<file path="config.mk">
export PLATFORM = sky130hd
export DESIGN_NAME = ddr3_burst_engine
export DESIGN_NICKNAME = d
export VERILOG_FILES = /design/src/rtl/ddr3_burst_engine.sv
export SDC_FILE = /design/constraint.sdc
export NUM_CORES = 1
export LEC_CHECK = 0
export ABC_CLOCK_PERIOD_IN_PS = 9800
export CORE_ASPECT_RATIO = 2
export CORE_MARGIN = 2
export CORE_UTILIZATION = 37
export CTS_CLUSTER_DIAMETER = 200
export DETAILED_ROUTE_END_ITERATION = 10
export GPL_TIMING_DRIVEN = 0
export PLACE_DENSITY = 0.66
export SYNTH_ARGS = -nofsm -noshare
export SYNTH_HDL_FRONTEND = slang
export SYNTH_SLANG_ARGS = --single-unit
</file>
<file path="constraint.sdc">
create_clock -name i_clk -period 9.8 [get_ports i_clk]
set_input_delay 1.96 -clock i_clk [delete_from_list [all_inputs] [get_ports i_clk]]
set_output_delay 1.96 -clock i_clk [all_outputs]
set_load 0.01 [all_outputs]
</file>
<file path="src/rtl/ddr3_burst_engine.sv">
// ---------------------------------------------------------------------------
// ddr3_burst_engine
//
// Moves a block of words between a user stream and one DDR3 MCB port.
// A transfer (start address + word count) is split into bursts of at most
// MAX_BURST words.  No burst crosses a BOUNDARY_WORDS-aligned boundary.
// Each burst is issued as one MCB command.  Writes fill the MCB write-data
// FIFO first and then issue the command.  Reads issue the command first and
// then forward the returned words.
//
// Ports
//   i_clk, i_rst_n        clock, asynchronous active-low reset
//   i_start               one-cycle request, sampled only while idle
//   i_dir                 0 = write to DDR3, 1 = read from DDR3
//   i_start_addr          first word address of the transfer
//   i_xfer_len            number of words to move (0 completes at once)
//   i_abort               level; stops the transfer early
//   o_busy                high whenever the engine is not idle
//   o_done                one-cycle pulse when a transfer ends
//   o_aborted             sticky: the last transfer was aborted
//   o_error               sticky: an MCB FIFO error was seen; cleared on start
//   o_words_done          words moved to or from the user streams
//   i_wr_s_*/o_wr_s_ready write stream (valid/ready)
//   o_rd_m_*/i_rd_m_ready read stream (valid/ready)
//   o_cmd_*, i_cmd_full   MCB command FIFO
//   o_wr_*, i_wr_*        MCB write-data FIFO
//   o_rd_en, i_rd_*       MCB read-data FIFO
// ---------------------------------------------------------------------------
module ddr3_burst_engine #(
    parameter int ADDR_WIDTH     = 28,
    parameter int DATA_WIDTH     = 32,
    parameter int LEN_WIDTH      = 24,
    parameter int MAX_BURST      = 64,
    parameter int BOUNDARY_WORDS = 256
) (
    input  logic                          i_clk,
    input  logic                          i_rst_n,
    // Transfer control
    input  logic                          i_start,
    input  logic                          i_dir,
    input  logic [ADDR_WIDTH-1:0]         i_start_addr,
    input  logic [LEN_WIDTH-1:0]          i_xfer_len,
    input  logic                          i_abort,
    output logic                          o_busy,
    output logic                          o_done,
    output logic                          o_aborted,
    output logic                          o_error,
    output logic [LEN_WIDTH-1:0]          o_words_done,
    // User write stream
    input  logic                          i_wr_s_valid,
    output logic                          o_wr_s_ready,
    input  logic [DATA_WIDTH-1:0]         i_wr_s_data,
    // User read stream
    output logic                          o_rd_m_valid,
    input  logic                          i_rd_m_ready,
    output logic [DATA_WIDTH-1:0]         o_rd_m_data,
    // MCB command FIFO
    output logic                          o_cmd_en,
    output logic [2:0]                    o_cmd_instr,
    output logic [$clog2(MAX_BURST)-1:0]  o_cmd_bl,
    output logic [ADDR_WIDTH-1:0]         o_cmd_word_addr,
    input  logic                          i_cmd_full,
    // MCB write-data FIFO
    output logic                          o_wr_en,
    output logic [DATA_WIDTH/8-1:0]       o_wr_mask,
    output logic [DATA_WIDTH-1:0]         o_wr_data,
    input  logic                          i_wr_empty,
    input  logic                          i_wr_underrun,
    input  logic                          i_wr_error,
    // MCB read-data FIFO
    output logic                          o_rd_en,
    input  logic [DATA_WIDTH-1:0]         i_rd_data,
    input  logic                          i_rd_empty,
    input  logic                          i_rd_overflow,
    input  logic                          i_rd_error
);

    localparam int BL_W  = $clog2(MAX_BURST);
    localparam int BND_W = $clog2(BOUNDARY_WORDS);

    // Burst counters hold 0..MAX_BURST, so they need one bit more than cmd_bl.
    typedef logic [BL_W:0]   cnt_t;
    typedef logic [BL_W-1:0] bl_t;

    localparam logic [2:0] INSTR_WR = 3'b010;  // write with auto precharge
    localparam logic [2:0] INSTR_RD = 3'b011;  // read with auto precharge

    localparam logic [3:0] S_IDLE     = 4'd0;
    localparam logic [3:0] S_PLAN     = 4'd1;
    localparam logic [3:0] S_WR_WAIT  = 4'd2;
    localparam logic [3:0] S_WR_FILL  = 4'd3;
    localparam logic [3:0] S_WR_CMD   = 4'd4;
    localparam logic [3:0] S_RD_CMD   = 4'd5;
    localparam logic [3:0] S_RD_DATA  = 4'd6;
    localparam logic [3:0] S_RD_DRAIN = 4'd7;
    localparam logic [3:0] S_DONE     = 4'd8;

    logic [3:0]            r_state;
    logic [3:0]            w_state_nxt;
    logic                  r_dir;
    logic [ADDR_WIDTH-1:0] r_addr;
    logic [LEN_WIDTH-1:0]  r_remaining;
    cnt_t                  r_blen;
    cnt_t                  r_bcnt;
    logic [LEN_WIDTH-1:0]  r_words_done;
    logic                  r_aborted;
    logic                  r_error;

    logic                  w_busy;
    logic                  w_err_in;
    logic [LEN_WIDTH-1:0]  w_to_bound;
    logic [LEN_WIDTH-1:0]  w_cap;
    cnt_t                  w_blen;
    logic                  w_bcnt_full;

    assign w_busy      = (r_state != S_IDLE);
    assign w_err_in    = i_wr_underrun | i_wr_error | i_rd_overflow | i_rd_error;
    assign w_bcnt_full = (r_bcnt == r_blen);

    // Burst length: min(remaining, MAX_BURST, words left before the boundary).
    assign w_to_bound = LEN_WIDTH'(BOUNDARY_WORDS) - LEN_WIDTH'(r_addr[BND_W-1:0]);
    assign w_cap      = (w_to_bound < LEN_WIDTH'(MAX_BURST)) ? w_to_bound
                                                             : LEN_WIDTH'(MAX_BURST);
    assign w_blen     = (r_remaining < w_cap) ? cnt_t'(r_remaining) : cnt_t'(w_cap);

    assign o_busy       = w_busy;
    assign o_done       = (r_state == S_DONE);
    assign o_aborted    = r_aborted;
    assign o_error      = r_error;
    assign o_words_done = r_words_done;
    assign o_wr_mask    = '0;
    assign o_wr_data    = i_wr_s_data;
    assign o_rd_m_data  = i_rd_data;

    // Next state and all MCB/stream strobes.  The strobes are decoded from the
    // current state so they can never fire in IDLE, PLAN or DONE.
    always_comb begin
        // NOTE: every output of this block gets a default first, so no path
        // leaves a value unassigned and no latch is inferred.
        w_state_nxt     = r_state;
        o_wr_s_ready    = 1'b0;
        o_wr_en         = 1'b0;
        o_rd_m_valid    = 1'b0;
        o_rd_en         = 1'b0;
        o_cmd_en        = 1'b0;
        o_cmd_instr     = '0;
        o_cmd_bl        = '0;
        o_cmd_word_addr = '0;

        case (r_state)
            S_IDLE: begin
                if (i_start) w_state_nxt = S_PLAN;
            end

            S_PLAN: begin
                if (w_err_in || i_abort || (r_remaining == '0))
                    w_state_nxt = S_DONE;
                else
                    w_state_nxt = r_dir ? S_RD_CMD : S_WR_WAIT;
            end

            // An empty write FIFO is the guarantee that a whole burst fits.
            S_WR_WAIT: begin
                if (w_err_in || i_abort) w_state_nxt = S_DONE;
                else if (i_wr_empty)     w_state_nxt = S_WR_FILL;
            end

            S_WR_FILL: begin
                // Abort and error stop acceptance in the cycle they appear.
                o_wr_s_ready = (r_bcnt < r_blen) && !i_abort && !w_err_in;
                o_wr_en      = i_wr_s_valid && o_wr_s_ready;
                if (w_err_in)
                    w_state_nxt = S_DONE;
                else if (i_abort)
                    // Words already in the MCB FIFO still get a command.
                    w_state_nxt = (r_bcnt != '0) ? S_WR_CMD : S_DONE;
                else if (w_bcnt_full)
                    w_state_nxt = S_WR_CMD;
            end

            // Uses bcnt, not blen, so an aborted fill writes only what it took.
            S_WR_CMD: begin
                o_cmd_instr     = INSTR_WR;
                o_cmd_bl        = r_bcnt[BL_W-1:0] - bl_t'(1);
                o_cmd_word_addr = r_addr;
                o_cmd_en        = !i_cmd_full && !w_err_in;
                if (w_err_in)
                    w_state_nxt = S_DONE;
                else if (!i_cmd_full)
                    w_state_nxt = ((r_remaining == LEN_WIDTH'(r_bcnt)) || r_aborted || i_abort)
                                  ? S_DONE : S_PLAN;
            end

            S_RD_CMD: begin
                o_cmd_instr     = INSTR_RD;
                o_cmd_bl        = r_blen[BL_W-1:0] - bl_t'(1);
                o_cmd_word_addr = r_addr;
                o_cmd_en        = !i_cmd_full && !w_err_in && !i_abort;
                if (w_err_in || i_abort) w_state_nxt = S_DONE;
                else if (!i_cmd_full)    w_state_nxt = S_RD_DATA;
            end

            S_RD_DATA: begin
                o_rd_m_valid = !i_rd_empty && (r_bcnt < r_blen) && !i_abort && !w_err_in;
                o_rd_en      = o_rd_m_valid && i_rd_m_ready;
                if (w_err_in || i_abort)
                    w_state_nxt = S_RD_DRAIN;
                else if (w_bcnt_full)
                    w_state_nxt = (r_remaining == LEN_WIDTH'(r_blen)) ? S_DONE : S_PLAN;
            end

            // The command already asked for blen words; they must be pulled out
            // of the MCB FIFO so the next transfer starts clean.
            S_RD_DRAIN: begin
                o_rd_en = !i_rd_empty && (r_bcnt < r_blen);
                if (w_bcnt_full) w_state_nxt = S_DONE;
            end

            S_DONE: begin
                w_state_nxt = S_IDLE;
            end

            default: begin
                w_state_nxt = S_IDLE;
            end
        endcase
    end

    // NOTE: all state below uses non-blocking assignments so every flop sees
    // the pre-edge value of the others, independent of statement order.
    always_ff @(posedge i_clk or negedge i_rst_n) begin
        if (!i_rst_n) begin
            r_state      <= S_IDLE;
            r_dir        <= 1'b0;
            r_addr       <= '0;
            r_remaining  <= '0;
            r_blen       <= '0;
            r_bcnt       <= '0;
            r_words_done <= '0;
            r_aborted    <= 1'b0;
            r_error      <= 1'b0;
        end else begin
            r_state <= w_state_nxt;

            if (w_busy && w_err_in)
                r_error <= 1'b1;
            if (w_busy && i_abort && (r_state != S_DONE))
                r_aborted <= 1'b1;

            case (r_state)
                S_IDLE: begin
                    if (i_start) begin
                        r_dir        <= i_dir;
                        r_addr       <= i_start_addr;
                        r_remaining  <= i_xfer_len;
                        r_words_done <= '0;
                        r_aborted    <= 1'b0;
                        r_error      <= 1'b0;
                    end
                end

                S_PLAN: begin
                    r_blen <= w_blen;
                    r_bcnt <= '0;
                end

                S_WR_FILL: begin
                    if (o_wr_en) begin
                        r_bcnt       <= r_bcnt + cnt_t'(1);
                        r_words_done <= r_words_done + LEN_WIDTH'(1);
                    end
                end

                S_WR_CMD: begin
                    if (o_cmd_en) begin
                        r_addr      <= r_addr + ADDR_WIDTH'(r_bcnt);
                        r_remaining <= r_remaining - LEN_WIDTH'(r_bcnt);
                    end
                end

                S_RD_DATA: begin
                    if (o_rd_en) begin
                        r_bcnt       <= r_bcnt + cnt_t'(1);
                        r_words_done <= r_words_done + LEN_WIDTH'(1);
                    end else if (w_bcnt_full && !w_err_in && !i_abort) begin
                        r_addr      <= r_addr + ADDR_WIDTH'(r_blen);
                        r_remaining <= r_remaining - LEN_WIDTH'(r_blen);
                    end
                end

                // Discarded words advance the burst count only.
                S_RD_DRAIN: begin
                    if (o_rd_en) r_bcnt <= r_bcnt + cnt_t'(1);
                end

                default: begin
                end
            endcase
        end
    end

endmodule

</file>
# Word-level counts from Yosys, hierarchy flattened
# Index checks and enable logic that the tools add are counted.
[totals]
ff_bits = 97
wordCells = 137
[op_classes]
addsub = 9
magnitude_cmp = 3
eq_ne = 25
n_mux = 52
bitwise = 3
n_reduce_logical = 36
[op_table]
columns = ["operator", "n"]
rows = [
  ["2-to-1 mux 24 bit", 8],
  ["case mux 24 bit (3 select lines)", 2],
  ["2-to-1 mux 28 bit", 5],
  ["case mux 28 bit (3 select lines)", 1],
  ["2-to-1 mux 4 bit", 17],
  ["adder 28 x 7 -> 28 bit", 2],
  ["equality test 24 x 7 -> 1 bit", 2],
  ["subtractor 24 x 7 -> 24 bit", 2],
  ["case mux 4 bit (8 select lines)", 1],
  ["adder 24 x 1 -> 24 bit, second input constant", 1],
  ["logical NOT 24 bit", 1],
  ["less-than comparator 24 bit", 1],
  ["less-than comparator 24 x 7 -> 1 bit, second input constant", 1],
  ["2-to-1 mux 7 bit", 3],
  ["case mux 7 bit (3 select lines)", 1],
  ["equality test 4 x 3 -> 1 bit, second input constant", 4],
  ["logical AND 1 bit", 14],
  ["inequality test 2 bit, second input constant", 7],
  ["inequality test 3 bit, second input constant", 4],
  ["case mux 6 bit (2 select lines)", 1],
  ["subtractor 6 x 1 -> 6 bit, second input constant", 2],
  ["subtractor 9 x 8 -> 10 bit, first input constant", 1],
  ["2-to-1 mux 1 bit", 9],
  ["nonzero test 3 bit", 3],
  ["23 further kinds", 35],
]

# Logic depth before layout (Yosys ltp)
# Gate-level depths: netlist of the first run.
[logic_depth]
depth_word = 9
mapped_depth = 18
mapped_depth_nobuf = 15

# Least setup slack after synthesis of the first run
# OpenSTA, ideal clock, no wires.
[synth_path]
kind = "in2out"
startpoint = "input i_wr_error"
endpoint = "output o_wr_en"
t_arrival_ps = 3228
t_required_ps = 7840
path_slack_ps = 4612
cell_stages = 5
n_path_buf = 0
cell_sequence = "or4_4 a2111oi_4 nand2_1 nor2_1 and2_1"
[synth_between]
elab_chain_cells = 7
[synth_lines]
columns = ["element", "line", "rtl"]
rows = [
  ["from (decl)", "69", "input logic i_wr_error,"],
  ["OR 1 bit (3 in a row)", "117", "assign w_err_in = i_wr_underrun | i_wr_error | i_rd_overflow | i_rd_error;"],
  ["logical NOT 1 bit", "170", "o_wr_s_ready = (r_bcnt < r_blen) && !i_abort && !w_err_in;"],
  ["logical AND 1 bit", "170", ""],
  ["logical AND 1 bit", "171", "o_wr_en = i_wr_s_valid && o_wr_s_ready;"],
  ["2-to-1 mux 1 bit", "150", "case (r_state)"],
  ["to (decl)", "64", "output logic o_wr_en,"],
]
# No other way between the ends.

# Worst setup path after layout of the first run
[layout_path]
startpoint = "input i_wr_error"
endpoint = "output o_rd_en"
[layout_between]
elab_chain_cells = 7
[layout_lines]
columns = ["element", "line", "rtl"]
rows = [
  ["OR 1 bit (3 in a row)", "117", ""],
  ["logical NOT 1 bit", "204", "o_rd_m_valid = !i_rd_empty && (r_bcnt < r_blen) && !i_abort && !w_err_in;"],
  ["logical AND 1 bit", "204", ""],
  ["logical AND 1 bit", "205", "o_rd_en = o_rd_m_valid && i_rd_m_ready;"],
  ["case mux 1 bit (2 select lines)", "150", ""],
  ["to (decl)", "71", "output logic o_rd_en,"],
]
# No other way between the ends.

==> parameters.txt, run 1 <==
Parameter                              Value

STA
  Period utilisation layout    between 60% and 70%
  Final-report max-slew violation count    0
  Post-route clock skew    8.45 ps
  Headroom to the max-slew limit    between 10% and 20%
  Count of final setup violators    0
  Worst-Margin Slew    about 1200 ps
  Highest achievable clock rate    159 MHz
  Setup repair after global routing missed its margin    no
  Post-Route Setup TNS    0 ps
  Hold Fails Final Rpt    0
  Post-layout minimum cycle time    between 6000 and 7000 ps

Die
  Horizontal extent of the die    around 110 um
  Core outline area    22100 um2
  Number of core rows    just under 80
  Total Die Area    ~24000 um2
  Count of boundary I/O pins    around 270
  Die outline height    216 um
  Starting utilization of the core area    approximately 38%

Critical path
  Critical path's largest stage delay    570 ps
  Cell with the largest stage delay on the worst path    sky130_fd_sc_hd__nor4_2
  CP delay by family, top    buffers and inverters
  Flop-to-flop setup slack    4740 ps
  Crit path capture type    primary output
  Setup Crit Path Kind    in -> out
  Count of buffer and inverter cells on the critical path    3
  Crit path cell chain    clkdlybuf4s50_1 > nor4_2 > a31o_2 > nand4_1 > inv_1 > clkdlybuf4s50_1
  CP Data Arrival Time    approximately 4300 ps
  Highest net fanout along the worst path    5
  Critical Path RT    7840 ps
  Most frequent cell on the critical path    sky130_fd_sc_hd__clkdlybuf4s50_1
  Element type at the critical path start    primary input

CTS
  TritonCTS buffer count    9
  Clock latency of the later-clocked register in the worst-skew pair    380 ps
  Setup Fix Bufs, Post-CTS    0
  Clock H-tree levels    3
  Clock transition at the register clock pins on the worst setup and hold paths after CTS    ~60 ps
  Root buffer cell    sky130_fd_sc_hd__clkbuf_16
  Num Clock Sinks    97
  TritonCTS clock tree    yes
  Maximum buffer depth of the clock tree    2
  Cts-stage hold buffer count    0
  # resized after CTS    0

Synthesis
  Cell area after technology mapping    roughly 8300 um2
  Yosys cell types    70
  Synthesized area per cell    around 7.8 um2
  FF+latch count, synth    97
  Number of enable-type register cells in the synthesized netlist    0
  Async set-or-reset flop fraction in the synthesized netlist    100%
  Ys flop type    sky130_fd_sc_hd__dfrtp_1
  Synthesized netlist cell count    1058
  Synthesis Warnings    0
  Register area share after synthesis    between 20% and 30%

Route
  Number of DRC violations after detailed routing    0
  WL per Instance    ~21 um
  Initial DRC count    540
  Total detailed-routing wirelength    33100 um
  Via count of the routed design    roughly 9000
  Remaining antenna violation count after routing    0
  Total iterations of the first detailed-routing run    6
  Average vias per placed instance    between 5 and 6

Global route
  Vias in the first global route    9325
  Total grt overflow    0
  Largest net degree at the start of global routing    57
  Global-route wire length before repair    around 50000 um
  Met1 GRT Util    a little over a quarter
  Global-route usage over all layers    roughly 28%
  Global-route layer with the greatest usage    met2
  Met2 global-route usage    52.7%
  Met3 track demand over resource    4.59%
  Number of antenna violations at the first check in global routing    0

Power and ir drop
  Leakage dissipation    about 0.0045 uW
  Peak supply drop    ~0.093 mV
  Cell area power density    between 200 and 250 nW/um2
  Design Power    2280 uW

Placed design
  Placed standard-cell area    roughly 11000 um2
  DP HPWL    roughly 26000 um
  IO buf count    198
  RePlAce Congestion    between 0.9 and 1

Hold path
  Tightest Hold Check Type    reg -> reg

Job
  Maximum capacitance violations    0

Cells and area
  Most common cell after layout, fill and taps aside    sky130_fd_sc_hd__clkdlybuf4s50_1
  Net count of the finished layout    around 1400
  Number of antenna repair diodes    0
  Fraction of layout cells with a size suffix above 1    just under 9%
  Area of all placed cells without fillers    between 10000 and 15000 um2
  P&R area growth vs syn    31.8%
  Commonest cells after routing, fill and taps aside    sky130_fd_sc_hd__clkdlybuf4s50_1 (197), sky130_fd_sc_hd__nor2_1 (106), sky130_fd_sc_hd__dfrtp_1 (97)

Run status
  Status    complete, no violations
## final timing paths
| path | startpoint | endpoint | cells past startpoint |
|---|---|---|---|
| worst max-delay path | i_wr_error | o_rd_en | 6 |
| worst min-delay path | r_blen[6] | r_blen[6] | 2 |
| worst max register to register | r_state[2] | r_addr[22] | 18 |
| worst min register to register | r_blen[6] | r_blen[6] | 2 |
| max in group asynchronous | i_rst_n | o_aborted | 2 |
| min in group asynchronous | i_rst_n | r_addr[6] | 1 |
## synth_stat cells (4+ instances only)
library cell	n	area, um2
sky130_fd_sc_hd__nor4_1	11	68.8
sky130_fd_sc_hd__a2bb2oi_1	8	70.1
sky130_fd_sc_hd__o31ai_1	7	52.6
sky130_fd_sc_hd__mux2i_1	5	50.1
sky130_fd_sc_hd__nor3b_1	5	37.5
sky130_fd_sc_hd__nand2_1	94	353
sky130_fd_sc_hd__nor3_1	29	145
sky130_fd_sc_hd__a31oi_1	12	75.1
sky130_fd_sc_hd__clkbuf_1	40	150
sky130_fd_sc_hd__o211ai_1	10	75.1
sky130_fd_sc_hd__ha_1	40	500
sky130_fd_sc_hd__nand3b_1	4	30.0
sky130_fd_sc_hd__o22ai_1	16	100
sky130_fd_sc_hd__a31o_2	4	35.0
sky130_fd_sc_hd__mux2_2	4	45.0
sky130_fd_sc_hd__or3_1	10	62.6
sky130_fd_sc_hd__or4_1	5	37.5
sky130_fd_sc_hd__o21a_1	16	120
sky130_fd_sc_hd__inv_1	34	128
sky130_fd_sc_hd__nand2b_1	5	31.3
sky130_fd_sc_hd__nor2_1	106	398
sky130_fd_sc_hd__a211oi_1	14	105
sky130_fd_sc_hd__nand4_1	25	156
sky130_fd_sc_hd__o21ai_0	74	370
sky130_fd_sc_hd__nand3_1	41	205
sky130_fd_sc_hd__a21o_1	8	60.1
sky130_fd_sc_hd__a221oi_1	5	43.8
sky130_fd_sc_hd__a21oi_1	76	380
sky130_fd_sc_hd__and4_1	5	43.8
sky130_fd_sc_hd__o31a_1	4	35.0
sky130_fd_sc_hd__and3_1	19	119
sky130_fd_sc_hd__and2_1	33	206
sky130_fd_sc_hd__nor2b_1	11	68.8
sky130_fd_sc_hd__buf_4	69	518
sky130_fd_sc_hd__xor2_1	21	184
sky130_fd_sc_hd__buf_2	10	50.1
sky130_fd_sc_hd__xnor2_1	20	175
sky130_fd_sc_hd__a22oi_1	10	75.1
sky130_fd_sc_hd__a211o_1	4	35.0
sky130_fd_sc_hd__dfrtp_1	97	2430
## report_power, final
part	internal, uW	leakage, uW	switching, uW
logic	497	0.00311	725
registers	525	0.00121	187
clock network	172	0.000128	175
## worst register-to-register path, stage by stage (launching register included)
cell	delay (ps)
sky130_fd_sc_hd__dfrtp_1	320
sky130_fd_sc_hd__buf_2	190
sky130_fd_sc_hd__nor2b_1	290
sky130_fd_sc_hd__nand2b_1	80
sky130_fd_sc_hd__clkbuf_1	140
sky130_fd_sc_hd__nor2_1	710
sky130_fd_sc_hd__clkbuf_1	600
sky130_fd_sc_hd__nand2_1	100
sky130_fd_sc_hd__o21ai_0	190
sky130_fd_sc_hd__ha_1	290
sky130_fd_sc_hd__inv_1	70
sky130_fd_sc_hd__fa_1	380
sky130_fd_sc_hd__nor2b_1	200
sky130_fd_sc_hd__o31a_1	230
sky130_fd_sc_hd__o2111ai_1	270
sky130_fd_sc_hd__nor2_1	370
sky130_fd_sc_hd__nand3_1	200
sky130_fd_sc_hd__o22ai_1	190
sky130_fd_sc_hd__a2bb2oi_1	110
## sequential cells by signal (all words and copies together), names as in the netlist
signal,flops
o_aborted,1
o_error,1
o_words_done,24
r_addr,28
r_bcnt,7
r_blen,7
r_dir,1
r_remaining,24
r_state,4
## metal layers
metal  up-vias  part of all wire, %  wire length, um
li1       4196                    -                -
met1      4272                   33            10800
met2       481                   54            17800
met3       136                  6.2             2060
met4         0                  7.6             2500
met5         -                    0                0
## layout make-up
type | instances | area [um2]
clock buffers | 9 | 225
clock inverters | 7 | 46.3
plain buffers | 122 | 729
multi-input cells | 809 | 5030
well taps | 276 | 345
fillers | 2206 | 11100
flip-flops and latches | 97 | 2430
repair buffers | 199 | 2010
inverters | 34 | 128
## logic make-up after synthesis
kind of cell    synth area share [%]
mux                             1.15
buf+inv                         10.3
compound gates                  23.4
xor+xnor                        4.33
fa+ha+maj                       6.75
other cells                   0.0905
flops                           29.2
simple gates                    24.7
## per-stage QoR
| step | util (%) | setup WS, ps | hold slack, ps | instances |
|---|---|---|---|---|
| after CTS | 49.6 | 3550 | 484 | 1553 |
| after global routing | 49.6 | 3440 | 513 | 1553 |
| final | 49.6 | 3520 | 476 | 1553 |
| after detailed placement | 48.4 | 3560 | 470 | 1537 |
| after floorplan | - | 4610 | 449 | 1062 |
| after global placement | 48.2 | 2770 | 465 | 1536 |
Note: power is estimated with default switching activity, not from simulation.
==> run 2: changes to the inputs <==
--- a/config.mk
+++ b/config.mk
@@ -5,14 +5,14 @@
 export SDC_FILE = /design/constraint.sdc
 export NUM_CORES = 1
 export LEC_CHECK = 0
-export ABC_CLOCK_PERIOD_IN_PS = 9800
+export ABC_CLOCK_PERIOD_IN_PS = 5100
 export CORE_ASPECT_RATIO = 2
 export CORE_MARGIN = 2
 export CORE_UTILIZATION = 37
 export CTS_CLUSTER_DIAMETER = 200
 export DETAILED_ROUTE_END_ITERATION = 10
 export GPL_TIMING_DRIVEN = 0
-export PLACE_DENSITY = 0.66
+export PLACE_DENSITY = 0.69
 export SYNTH_ARGS = -nofsm -noshare
 export SYNTH_HDL_FRONTEND = slang
 export SYNTH_SLANG_ARGS = --single-unit
==> constraint.sdc (replaced) <==
create_clock -name i_clk -period 5.1 [get_ports i_clk]
set_input_delay 1.02 -clock i_clk [delete_from_list [all_inputs] [get_ports i_clk]]
set_output_delay 1.02 -clock i_clk [all_outputs]
set_load 0.01 [all_outputs]
==> run 2 against run 1 <==
Sequential power is 92% higher. First-iteration DRC count is 5.4% higher. Register-to-register slack worse by 4400 ps. Clock power is 110% higher. Largest cell class unchanged.
==> parameters.txt, run 2 (synthesis gave the netlist of run 1 again) <==
Parameter                              Value

Critical path
  Crit path cell chain    buf_2 > inv_1 > clkbuf_2 > nand2_2 > inv_1 > nand2_1 > inv_1 > a21oi_1 > o21ai_0 > nor2_1 > xor2_1 > nor2_1 > clkdlybuf4s50_1
  Count of cells along the worst register-to-register path    18 (unchanged)
  Most frequent cell on the critical path    sky130_fd_sc_hd__inv_1
  Crit path capture type    primary output
  Cell with the largest stage delay on the worst path    sky130_fd_sc_hd__clkdlybuf4s50_1
  Critical path's largest stage delay    490 ps (-80 ps)
  Element type at the critical path start    register
  Setup Crit Path Kind    reg -> out
  Highest net fanout along the worst path    10 (+5)
  Critical Path RT    4080 ps (-3760 ps)
  CP Data Arrival Time    4000 ps (-320 ps)

Hold path
  Cell count of the worst hold path    2 (unchanged)
  Tightest Hold Check Type    reg -> reg

STA
  Count of final setup violators    0 (unchanged)
  Post-Route Setup TNS    0 ps (unchanged)
  Post-layout minimum cycle time    5020 ps
  Post-route clock skew    12.1 ps (+3.68 ps)
  Worst-Margin Slew    1170 ps (-45.2 ps)
  Hold Fails Final Rpt    0 (unchanged)
  Final-report max-slew violation count    0 (unchanged)
  Highest achievable clock rate    about 200 MHz
  Setup repair after global routing missed its margin    no
  Period utilisation layout    between 90% and 100%
  Headroom to the max-slew limit    21.7% (+3.0 points)

Die
  Count of boundary I/O pins    268 (unchanged)
  Die outline height    216 um (unchanged)
  Horizontal extent of the die    110 um (unchanged)
  Total Die Area    23700 um2 (unchanged)
  Number of core rows    77 (unchanged)
  Starting utilization of the core area    37.6% (unchanged)
  Core outline area    22100 um2 (unchanged)

Route
  WL per Instance    21.2 um (-0.32%)
  Remaining antenna violation count after routing    0 (unchanged)
  Total iterations of the first detailed-routing run    5 (-1)
  Number of DRC violations after detailed routing    0 (unchanged)
  Total detailed-routing wirelength    33000 um (-0.32%)
  Average vias per placed instance    5.90 (+0.87%)
  Initial DRC count    569 (+5.4%)
  Via count of the routed design    9164 (+0.87%)

Cells and area
  Flip-flop count of the largest register after layout    28 (unchanged)
  Fraction of layout cells with a size suffix above 1    9.08% (+0.16 points)
  Net count of the finished layout    1445 (unchanged)
  Most common cell after layout, fill and taps aside    sky130_fd_sc_hd__clkdlybuf4s50_1
  Area of all placed cells without fillers    11000 um2 (+0.44%)
  Commonest cells after routing, fill and taps aside    sky130_fd_sc_hd__clkdlybuf4s50_1 (197), sky130_fd_sc_hd__nor2_1 (105), sky130_fd_sc_hd__dfrtp_1 (97)
  Number of antenna repair diodes    0 (unchanged)
  Non-filler instance count after layout    1553 (unchanged)
  Register with the most flip-flops    r_addr
  P&R area growth vs syn    32.4%

Power and ir drop
  Design Power    4430 uW (+94%)
  Peak supply drop    0.206 mV (+120%)
  Cell area power density    404 nW/um2 (+94%)
  Leakage dissipation    0.00447 uW (+0.50%)

Placed design
  DP HPWL    26200 um (-0.59%)
  RePlAce Congestion    0.989 (+0.65%)
  Cell count after placement    1537 (unchanged)
  IO buf count    198 (unchanged)
  Placed standard-cell area    10700 um2 (unchanged)

Global route
  Largest net degree at the start of global routing    52 (-8.8%)
  Global-route wire length before repair    49100 um (-2.2%)
  Global-route usage over all layers    27.6% (-0.60 points)
  Vias in the first global route    9025 (-3.2%)
  Number of antenna violations at the first check in global routing    0 (unchanged)
  Total grt overflow    0 (unchanged)

CTS
  Maximum buffer depth of the clock tree    2 (unchanged)
  Num Clock Sinks    97 (unchanged)
  Cts-stage hold buffer count    0 (unchanged)
  Clock H-tree levels    3 (unchanged)
  Clock latency of the later-clocked register in the worst-skew pair    380 ps (about the same)
  TritonCTS clock tree    yes
  Root buffer cell    sky130_fd_sc_hd__clkbuf_16
  TritonCTS buffer count    9 (unchanged)
  Clock transition at the register clock pins on the worst setup and hold paths after CTS    70 ps (about the same)

Run status
  Status    complete, no violations

Job
  Maximum capacitance violations    0 (unchanged)
-- run 2: changes by cell type in the layout (fill, tap and decap cells not counted), sizes merged --
cell	change
bufinv	+1
clkbuf	+2
clkinv	-1
clkinvlp	-2
-- run 2: power breakdown --
part | total, uW | leakage (uW) | internal, uW | switching [uW]
logic | 2330 | 0.00312 | 953 | 1380
registers | 1370 | 0.00121 | 1010 | 358
clock network | 734 | 0.000146 | 397 | 337
-- run 2: critical path, delay by kind of cell, from the launching register on --
family	cells	cell delay [ps]
compound gates	2	710
xor+xnor	1	220
buf+inv	6	1370
flops	1	320
simple gates	4	990
-- run 2: timing repair --
item | CTS | global route
setup endpoints to repair | 4 | 11
setup buffers | 0 | 0
hold endpoints to repair | 0 | 0
pin swaps | 0 | 0
gates cloned | 0 | 0
gates resized for setup | 1 | 4
-- run 2: path summary, 6_finish.rpt --
path,from,endpoint,slack [ps]
max in group asynchronous,i_rst_n,o_words_done[14],3720
worst min register to register,r_blen[6],r_blen[6],490
worst min-delay path,r_blen[6],r_blen[6],490
worst max-delay path,r_state[1],o_cmd_bl[5],80
min in group asynchronous,i_rst_n,r_addr[6],670
worst max register to register,r_state[2],r_addr[24],390
-- run 2: metal layers --
layer / global-route usage, % / vias to the layer above / wire length (um)
met5: 0 / - / 0
met4: 20.7 / 0 / 2710
met3: 4.86 / 147 / 2300
met2: 50.9 / 525 / 17400
met1: 25.7 / 4296 / 10500
li1: - / 4196 / -
-- run 2: cell type report --
| class | instances | area (um2) |
|---|---|---|
| inverter | 34 | 128 |
| multi-input combinational | 809 | 5040 |
| buffer | 122 | 731 |
| tap | 276 | 345 |
| clock inverter | 5 | 63.8 |
| fill | 2183 | 11100 |
| timing repair buffer | 199 | 2010 |
| clock buffer | 11 | 243 |
| sequential | 97 | 2430 |
-- run 2: metrics by stage --
step	util, %	hold WS (ps)	worst slack [ps]
2_1_floorplan	-	449	1520
3_3_place_gp	48.2	466	-1040
3_5_place_dp	48.4	477	233
4_1_cts	49.8	492	103
5_1_grt	49.8	539	6.24
6_report	49.8	485	82.7
